--- src/rtl/shot_scheduler.sv ---
// shot_scheduler
//   Sequences the shot pool. A rising edge of the fire button (while enabled)
//   becomes a single one-cycle, one-hot deploy pulse aimed at the
//   lowest-index idle slot. The scheduler then waits for that slot's
//   isActive, counts the shot, and holds off further shots for a number of
//   VGA frames.
//
// Ports
//   clk           system clock
//   resetN        asynchronous active-low reset
//   startOfFrame  one-cycle pulse per VGA frame (drives the cooldown)
//   shoot         fire button level, synchronised, active-high
//   enable        gameplay enable; low suppresses presses and drops pending
//   shots_active  per-slot isActive from the shot engines
//   deploy_shot   one-hot, one-cycle deploy pulse (registered)
//   busy          high whenever the sequencer is not idle
//   denied        one-cycle pulse: press dropped, every slot was busy
//   ack_error     one-cycle pulse: the slot never reported active
//   shots_fired   saturating count of acknowledged shots
//   state_dbg     current sequencer state (IDLE=0 ISSUE=1 WAIT_ACK=2 COOLDOWN=3)
//
// Handshake: there is no ready/valid pair here. A deploy is "accepted" only
// when shots_active[slot] is seen high while waiting; anything else on
// shots_active is ignored for that sequence.

module shot_scheduler #(
  parameter int NUM_SHOTS       = 8,
  parameter int COOLDOWN_FRAMES = 6,
  parameter int ACK_TIMEOUT     = 15
) (
  input  logic                 clk,
  input  logic                 resetN,
  input  logic                 startOfFrame,
  input  logic                 shoot,
  input  logic                 enable,
  input  logic [NUM_SHOTS-1:0] shots_active,
  output logic [NUM_SHOTS-1:0] deploy_shot,
  output logic                 busy,
  output logic                 denied,
  output logic                 ack_error,
  output logic [15:0]          shots_fired,
  output logic [1:0]           state_dbg
);

  localparam int SLOT_W = (NUM_SHOTS > 1) ? $clog2(NUM_SHOTS) : 1;
  localparam int FC_W   = (COOLDOWN_FRAMES > 0) ? $clog2(COOLDOWN_FRAMES + 1) : 1;

  typedef enum logic [1:0] {
    S_IDLE     = 2'd0,
    S_ISSUE    = 2'd1,
    S_WAIT_ACK = 2'd2,
    S_COOLDOWN = 2'd3
  } state_t;

  state_t               state_q;
  logic                 shoot_q;
  logic                 pending_q;
  logic [SLOT_W-1:0]    slot_q;
  logic [7:0]           ack_cnt_q;
  logic [FC_W-1:0]      frame_cnt_q;
  logic [NUM_SHOTS-1:0] deploy_q;
  logic                 denied_q;
  logic                 ack_error_q;
  logic [15:0]          fired_q;
  logic [15:0]          fired_d;

  logic                 press;
  logic                 request;
  logic                 free_any;
  logic [SLOT_W-1:0]    free_idx;
  logic [NUM_SHOTS-1:0] free_onehot;

  assign press    = shoot & ~shoot_q & enable;
  // A stored press is only honoured while gameplay is enabled.
  assign request  = press | (pending_q & enable);
  assign free_any = ~&shots_active;
  assign fired_d  = (fired_q == 16'hFFFF) ? fired_q : fired_q + 16'd1;

  // Lowest-index idle slot: scan from the top so the lowest hit wins.
  always_comb begin
    free_idx    = '0;
    free_onehot = '0;
    for (int i = NUM_SHOTS - 1; i >= 0; i--) begin
      if (!shots_active[i]) begin
        free_idx       = SLOT_W'(i);
        free_onehot    = '0;
        free_onehot[i] = 1'b1;
      end
    end
  end

  always_ff @(posedge clk or negedge resetN) begin
    if (!resetN) begin
      state_q     <= S_IDLE;
      shoot_q     <= 1'b0;
      pending_q   <= 1'b0;
      slot_q      <= '0;
      ack_cnt_q   <= '0;
      frame_cnt_q <= '0;
      deploy_q    <= '0;
      denied_q    <= 1'b0;
      ack_error_q <= 1'b0;
      fired_q     <= '0;
    end else begin
      shoot_q     <= shoot;
      deploy_q    <= '0;
      denied_q    <= 1'b0;
      ack_error_q <= 1'b0;

      // One-deep press memory while a sequence is in flight.
      if (!enable) begin
        pending_q <= 1'b0;
      end else if (press && (state_q != S_IDLE)) begin
        pending_q <= 1'b1;
      end

      case (state_q)
        S_IDLE: begin
          if (request) begin
            pending_q <= 1'b0;
            if (free_any) begin
              slot_q   <= free_idx;
              // Pulse is registered here so it lines up with the ISSUE cycle.
              deploy_q <= free_onehot;
              state_q  <= S_ISSUE;
            end else begin
              denied_q <= 1'b1;
            end
          end
        end

        S_ISSUE: begin
          ack_cnt_q <= 8'(ACK_TIMEOUT);
          state_q   <= S_WAIT_ACK;
        end

        S_WAIT_ACK: begin
          // The cooldown load happens on this transition, so a frame pulse
          // arriving in the same cycle is not counted.
          if (shots_active[slot_q]) begin
            fired_q     <= fired_d;
            frame_cnt_q <= FC_W'(COOLDOWN_FRAMES);
            state_q     <= S_COOLDOWN;
          end else if (ack_cnt_q <= 8'd1) begin
            ack_error_q <= 1'b1;
            frame_cnt_q <= FC_W'(COOLDOWN_FRAMES);
            state_q     <= S_COOLDOWN;
          end else begin
            ack_cnt_q <= ack_cnt_q - 8'd1;
          end
        end

        S_COOLDOWN: begin
          if (frame_cnt_q == '0) begin
            state_q <= S_IDLE;
          end else if (startOfFrame) begin
            frame_cnt_q <= frame_cnt_q - FC_W'(1);
          end
        end

        default: state_q <= S_IDLE;
      endcase
    end
  end

  assign deploy_shot = deploy_q;
  assign busy        = (state_q != S_IDLE);
  assign denied      = denied_q;
  assign ack_error   = ack_error_q;
  assign shots_fired = fired_q;
  assign state_dbg   = state_q;

  a_deploy_onehot0: assert property (@(posedge clk) disable iff (!resetN)
    $onehot0(deploy_shot));
  a_deploy_in_issue: assert property (@(posedge clk) disable iff (!resetN)
    (deploy_shot != '0) |-> (state_q == S_ISSUE));
  a_denied_xor_err: assert property (@(posedge clk) disable iff (!resetN)
    !(denied && ack_error));

endmodule

--- config.mk ---
export PLATFORM = sky130hd
export DESIGN_NAME = shot_scheduler
export DESIGN_NICKNAME = d
export VERILOG_FILES = /design/src/rtl/shot_scheduler.sv
export SDC_FILE = /design/constraint.sdc
export NUM_CORES = 1
export LEC_CHECK = 0
export CELL_PAD_IN_SITES_DETAIL_PLACEMENT = 2
export CELL_PAD_IN_SITES_GLOBAL_PLACEMENT = 2
export CORE_MARGIN = 4
export CORE_UTILIZATION = 33
export DETAILED_ROUTE_END_ITERATION = 8
export PLACE_DENSITY = 0.86
export SKIP_LAST_GASP = 1
export SLEW_MARGIN = 25
export SYNTH_ARGS = -nofsm -noshare
export SYNTH_HDL_FRONTEND = slang
export SYNTH_SLANG_ARGS = --single-unit
export TNS_END_PERCENT = 50
--- constraint.sdc ---
create_clock -name clk -period 2.29 [get_ports clk]
set_input_delay 0.3435 -clock clk [delete_from_list [all_inputs] [get_ports clk]]
set_output_delay 0.3435 -clock clk [all_outputs]
set_load 0.005 [all_outputs]
==> flow_metrics.env <==
export IMPL_row_count=30
export IMPL_outcome="completed"
export IMPL_synth_nets=259
export IMPL_slew_headroom_pct=61.1
export IMPL_ctsHoldBuffers=0
export IMPL_setup_violations_final=0
export IMPL_postPlaceCellArea_mm2=0.00306
export IMPL_antenna_found_initial=0
export IMPL_avgSynthCellArea_um2=10.1
export IMPL_worstPathArrival_ps=2430
export IMPL_r2r_slack_ps=60
export IMPL_core_area_mm2=0.00694
export IMPL_dieArea_mm2=0.00875
export IMPL_htreeDepth=2
export IMPL_yosysSeqAreaShare_pct=45.6
export IMPL_yosysMostFrequentCell="dfrtp_1"
export IMPL_cp_end_kind="register"
export IMPL_via_count=2208
export IMPL_nets=324
export IMPL_synth_ff_type="dfrtp_1"
export IMPL_netlist_area_mm2=0.00241
export IMPL_stdcell_area_mm2=0.00319
export IMPL_routed_wl_um=8350
export IMPL_num_antenna_cells=0
export IMPL_initial_core_util_pct=34.8
export IMPL_p_per_area_mw_per_mm2=972
export IMPL_grt_max_degree=45
export IMPL_wl_per_cell_um=20.9
export IMPL_path_max_fanout=4
export IMPL_power_uw=3100
export IMPL_fill_cells=734
export IMPL_power_leakage_uw=0.00137
export IMPL_cts_buffers=5
export IMPL_die_y_um=93.5
export IMPL_drv_cap=0
export IMPL_rr_endpoint="shots_fired[9]"
export IMPL_async_reset_ff_share_pct=100
export IMPL_report_final_slew_viol_count=0
export IMPL_yosys_warnings=0
export IMPL_peakVddDrop_mv=0.373
export IMPL_port_buffers=41
export IMPL_tightest_slew_ps=583
export IMPL_gp_congestion=0.838
export IMPL_fin_crit_sh_pct=97.3
export IMPL_overflow=0
export IMPL_clkTransAtPathRegs_ps=90
export IMPL_fin_crit_ps=2230
export IMPL_vias_per_cell=5.52
export IMPL_clock_latency_ps=300
export IMPL_io_pins=42
export IMPL_clock_path_buffers=2
export IMPL_rsz0062_at_grt="yes"
export IMPL_antenna_left=0
export IMPL_place_ws_ps=-110
export IMPL_drtPass1Iterations=5
export IMPL_synth_area_leaders="dfrtp_1 (46%), ha_1 (4.1%), xnor2_1 (3.6%)"
export IMPL_syn2layout_area_growth_pct=32.2
export IMPL_yosysTopAreaCellShare_pct=45.6
export IMPL_worst_hold_path_type="in -> async"
export IMPL_cp_required_ps=2490
export IMPL_synth_commonest_cells="dfrtp_1 (44), nand2_1 (19), nor2_1 (16)"
export IMPL_ys_seq_elements=44
export IMPL_fmax_mhz=449
export IMPL_startpoint_type="register"
export IMPL_drive_gt1_share_pct=16.4
export IMPL_yosysTopAreaCell="dfrtp_1"
export IMPL_reg2reg_from="state_dbg[0]"
export IMPL_post_cts_buffers=0
export IMPL_synthDistinctLibCells=53
export IMPL_first_iter_violations=40
export IMPL_worstSetupPathType="reg -> reg"
export IMPL_fin_worst_skew_ps=5.40
export IMPL_grtUsageTotal_pct=20.3
export IMPL_grt_pass1_vias=2471
export IMPL_hold_viol_final=0
export IMPL_synth_edf_count=0
export IMPL_reg2reg_depth=8
export IMPL_setup_ws_ps=61.8
export IMPL_clkSinkCount=44
export IMPL_grt_pass1_wl_um=13900
export IMPL_dieWidth_um=93.5
export IMPL_cts_tree="done"
export IMPL_synthCells=238
export IMPL_hpwl_um=5560
export IMPL_cts_root_buf="clkbuf_8"
export IMPL_drc_errors=0
[critical path: stages, from the launching register on]
cell      delay, ps
dfrtp_1         410
inv_1           110
ha_1            220
clkinv_1        200
nor3_1          350
nor4b_2         370
buf_4           200
nand4_1         120
xnor2_1         150
[state kept, by name, summed over array words and instances, names as in the netlist]
signal       count
shots_fired     16
ack_cnt_q        8
deploy_shot      8
frame_cnt_q      3
slot_q           3
state_dbg        2
ack_error        1
denied           1
pending_q        1
shoot_q          1
[report_power, final]
part	total, µW	switching, µW	internal (µW)
Clock	655	297	357
Combinational	1390	818	571
Sequential	1060	158	901
[placed cells by master, fill, tap and decap left out, types with 3 or more instances in the layout]
cell type / instances
mux2_2: 4
a21oi_1: 7
nor2b_1: 5
a31oi_1: 3
xnor2_1: 10
ha_1: 8
and3_1: 3
nand2_1: 19
inv_1: 14
o21ai_0: 9
clkbuf_8: 6
dfrtp_1: 44
nor2_1: 16
mux2i_1: 5
nor3_1: 8
clkdlybuf4s50_1: 40
buf_4: 21
nor4_1: 7
nand3_1: 10
nand2b_1: 5
o211ai_1: 5
nand4_1: 9
[kinds of logic (layout without fill, tap and decap cells)]
| kind of cell | count (synthesis) | in the layout | synth area share, % |
|---|---|---|---|
| buffers and inverters | 20 | 86 | 4.04 |
| muxes | 9 | 9 | 3.94 |
| and+or+nand+nor | 99 | 99 | 22.5 |
| adders and majority gates | 8 | 8 | 4.15 |
| AOI/OAI and AO/OA | 46 | 46 | 15.4 |
| DFF | 44 | 44 | 45.6 |
| xor gates and xnor gates | 12 | 12 | 4.35 |
[metal layers]
metal | GRT usage, % | share of wire, % | up-vias
li1 | - | - | 1002
met1 | 24.6 | 41 | 1137
met2 | 36.9 | 53 | 48
met3 | 2.98 | 2.7 | 21
met4 | 6.14 | 2.3 | 0
met5 | 0 | 0 | -
[how the worst max path moves through the flow]
stage,slack (ps),to,startpoint
after floorplan,290,shots_fired[9],state_dbg[0]
final,60,shots_fired[9],state_dbg[0]
after global placement,30,shots_fired[9],shots_active[7]
after detailed placement,-110,shots_fired[8],shots_active[7]
after CTS,70,ack_cnt_q[6],ack_cnt_q[5]
after global routing,-5,shots_fired[13],state_dbg[0]
[cell type report]
class / count / area [µm²] / share of cell area (%)
clock inverters: 2 / 38.8 / 1.22
repair buffers: 62 / 563 / 17.6
multi-input cells: 174 / 1230 / 38.4
clock buffers: 6 / 82.6 / 2.59
well taps: 96 / 120 / 3.76
flip-flops and latches: 44 / 1100 / 34.5
inverters: 16 / 60.1 / 1.88
[what timing repair did]
item,CTS,global route
pin swaps,0,1
endpoints found under the setup margin,4,6
endpoints found under the hold margin,0,0
resized for setup,1,2
[stage by stage]
step,setup TNS [ps],util (%),hold WS [ps],cells
after CTS,0,45.9,150,400
after global placement,0,44.1,468,392
after global routing,-5.13,46.0,166,400
after detailed placement,-437,44.1,482,392
after floorplan,0,-,47.9,238
final,0,46.0,117,400
Power figures use the tool's default switching activity.
==> RTL change, RTL diff (config.mk and constraints unchanged) <==
Make the reset (`resetN`) synchronous in one clocked block. Comments in the files are not updated.
--- a/src/rtl/shot_scheduler.sv
+++ b/src/rtl/shot_scheduler.sv
@@ -91,3 +91,3 @@
 
-  always_ff @(posedge clk or negedge resetN) begin
+  always_ff @(posedge clk) begin
     if (!resetN) begin
Behaviour: differs if resetN is asserted again (counterexample within 4 cycles, from zero or initial values and one cycle with resetN low); with resetN held inactive, the same outputs for 10 cycles.
==> RTL change against the original RTL <==
Power down 13%; fmax increased by 0.93%; routed wire length is 3.5% lower; register-to-register slack better by 0.06 ns; sequential cell count unchanged; final area down 3.3%; largest power group unchanged; cell count rose by 5.3%; highest routed layer unchanged; synthesized area decreased by 4.8%; worst setup slack gained 0.020 ns; critical path depth is the same; critical path type is now in -> reg.
==> RTL change: results (changes against the original RTL) <==
[place]
dpl.hpwl_microns = 5605  ; +0.74%
place_area_sq_um = 2953  ; -3.5%
dp_slack_ns = -0.2108  ; -0.1005 ns
globalplace.congestion = 0.7667  ; -8.5%

[route]
drt-pass1-iter-count = 4  ; -1
drt_iter0_markers = 66  ; +65%
wl_per_cell_microns = 19.13  ; -8.3%
vias = 2288  ; +3.6%

[cells_and_area]
fin_nets = 346  ; +6.8%
fillCellCount = 756  ; +3.0%
layout-drive-gt1-share = 0.1508  ; -0.01370
postLayoutCellArea_sq_um = 3085  ; -3.3%

[worst_setup_path]
cp.arrival_ns = 2.41  ; -0.02 ns
crit_path_max_incr_delay_ns = 0.57  ; +0.16 ns
critPathTopFamily = multiplexers
worst-path-max-fanout = 11  ; +7

[synth]
synthAdderAreaFrac = 0.04897  ; +0.007515
syn-num-nets = 286  ; +10%
synth-async-reset-ratio = 0  ; -1.000
synth-xor-area-share = 0.01523  ; -0.02829
synth_area_leaders = dfxtp_1 38%, ha_1 4.9%, nand2_1 3.9%, mux2i_1 3.5%, nor2_1 3.3%
ys_types = 57  ; +7.5%
synthFlopType = dfxtp_1
ys_seq_area_frac = 0.3830  ; -0.07293

[clock_network]
insertion_delay_ns = 0.32  ; +0.02 ns

[worst_hold_path]
hold_class = reg -> reg

[grt]
grt_pass1_vias = 2487  ; +0.65%
grt_use_met1 = 0.2153  ; -0.03115
groute.usage.overall = 0.1978  ; -0.005401
grt_max_degree = 35  ; -22%
use_met3 = 0.04308  ; +0.01332
grt_util_met2 = 0.3682  ; -0.001039

[power_and_ir_drop]
vdd_drop_max_mv = 0.3196  ; -14%
p_leak_nw = 1.165  ; -15%

[sta]
skew_ns = 0.01669  ; +0.01129 ns
tightestPinTransition_ns = 0.4509  ; -0.1324 ns

[status]
status = completed

[RTL change: worst reg2reg max path, stage by stage, from the launching register on]
cell,delay [ns]
dfxtp_2,0.40
mux2_1,0.35
mux4_2,0.57
buf_4,0.21
nand3_1,0.09
buf_4,0.18
mux2i_1,0.20
nor2_1,0.06
[RTL change: report_power, final]
group | switching, W | total (W) | internal [W] | leakage [nW]
registers | 0.0000779 | 0.000921 | 0.000843 | 0.357
clock network | 0.000303 | 0.000689 | 0.000386 | 0.0645
logic | 0.000623 | 0.00111 | 0.000482 | 0.744
total | 0.00100 | 0.00271 | 0.00171 | 1.17
[RTL change: final timing paths]
check	start	endpoint	slack [ns]	depth (start not counted)
setup / recovery	shots_active[7]	shots_fired[1]$_SDFFE_PN0P_	0.08	8
hold / removal	frame_cnt_q[0]$_SDFFE_PN0P_	frame_cnt_q[0]$_SDFFE_PN0P_	0.48	2
setup reg to reg	slot_q[0]$_SDFFE_PN0P_	shots_fired[1]$_SDFFE_PN0P_	0.12	7
hold reg to reg	frame_cnt_q[0]$_SDFFE_PN0P_	frame_cnt_q[0]$_SDFFE_PN0P_	0.48	2
[RTL change: area by class of cell]
class	count	share of cell area
Multi-Input combinational cell	194	0.4258
Sequential cell	44	0.2859
Timing Repair Buffer	65	0.1914
Tap cell	96	0.03893
Clock buffer	7	0.03122
Inverter	14	0.01703
Clock inverter	1	0.009732
[RTL change: what timing repair did]
action / in CTS / in global routing
endpoints found under the setup margin: 0 / 6
hold buffers: 0 / 0
resized for setup: 0 / 3
[RTL change: cell families after synthesis]
family | count (synthesis)
adder cells (fa/ha/maj) | 9
AO/OA/AOI/OAI | 49
buffers and inverters | 26
AND/OR/NAND/NOR | 119
XOR/XNOR | 4
flip-flops | 44
multiplexers | 13
[RTL change: through the flow]
step                      cells  hold WS [ns]
after floorplan             264        0.4158
after global placement      413        0.4427
after CTS                   421        0.4795
after detailed placement    413        0.4568
final                       421        0.4775
after global routing        421        0.5072
[RTL change: routing by layer]
layer / vias to the layer above / routed length (microns)
li1: 1076 / -
met1: 1139 / 3278
met2: 53 / 4316
met3: 20 / 250
met4: 0 / 207
met5: - / 0
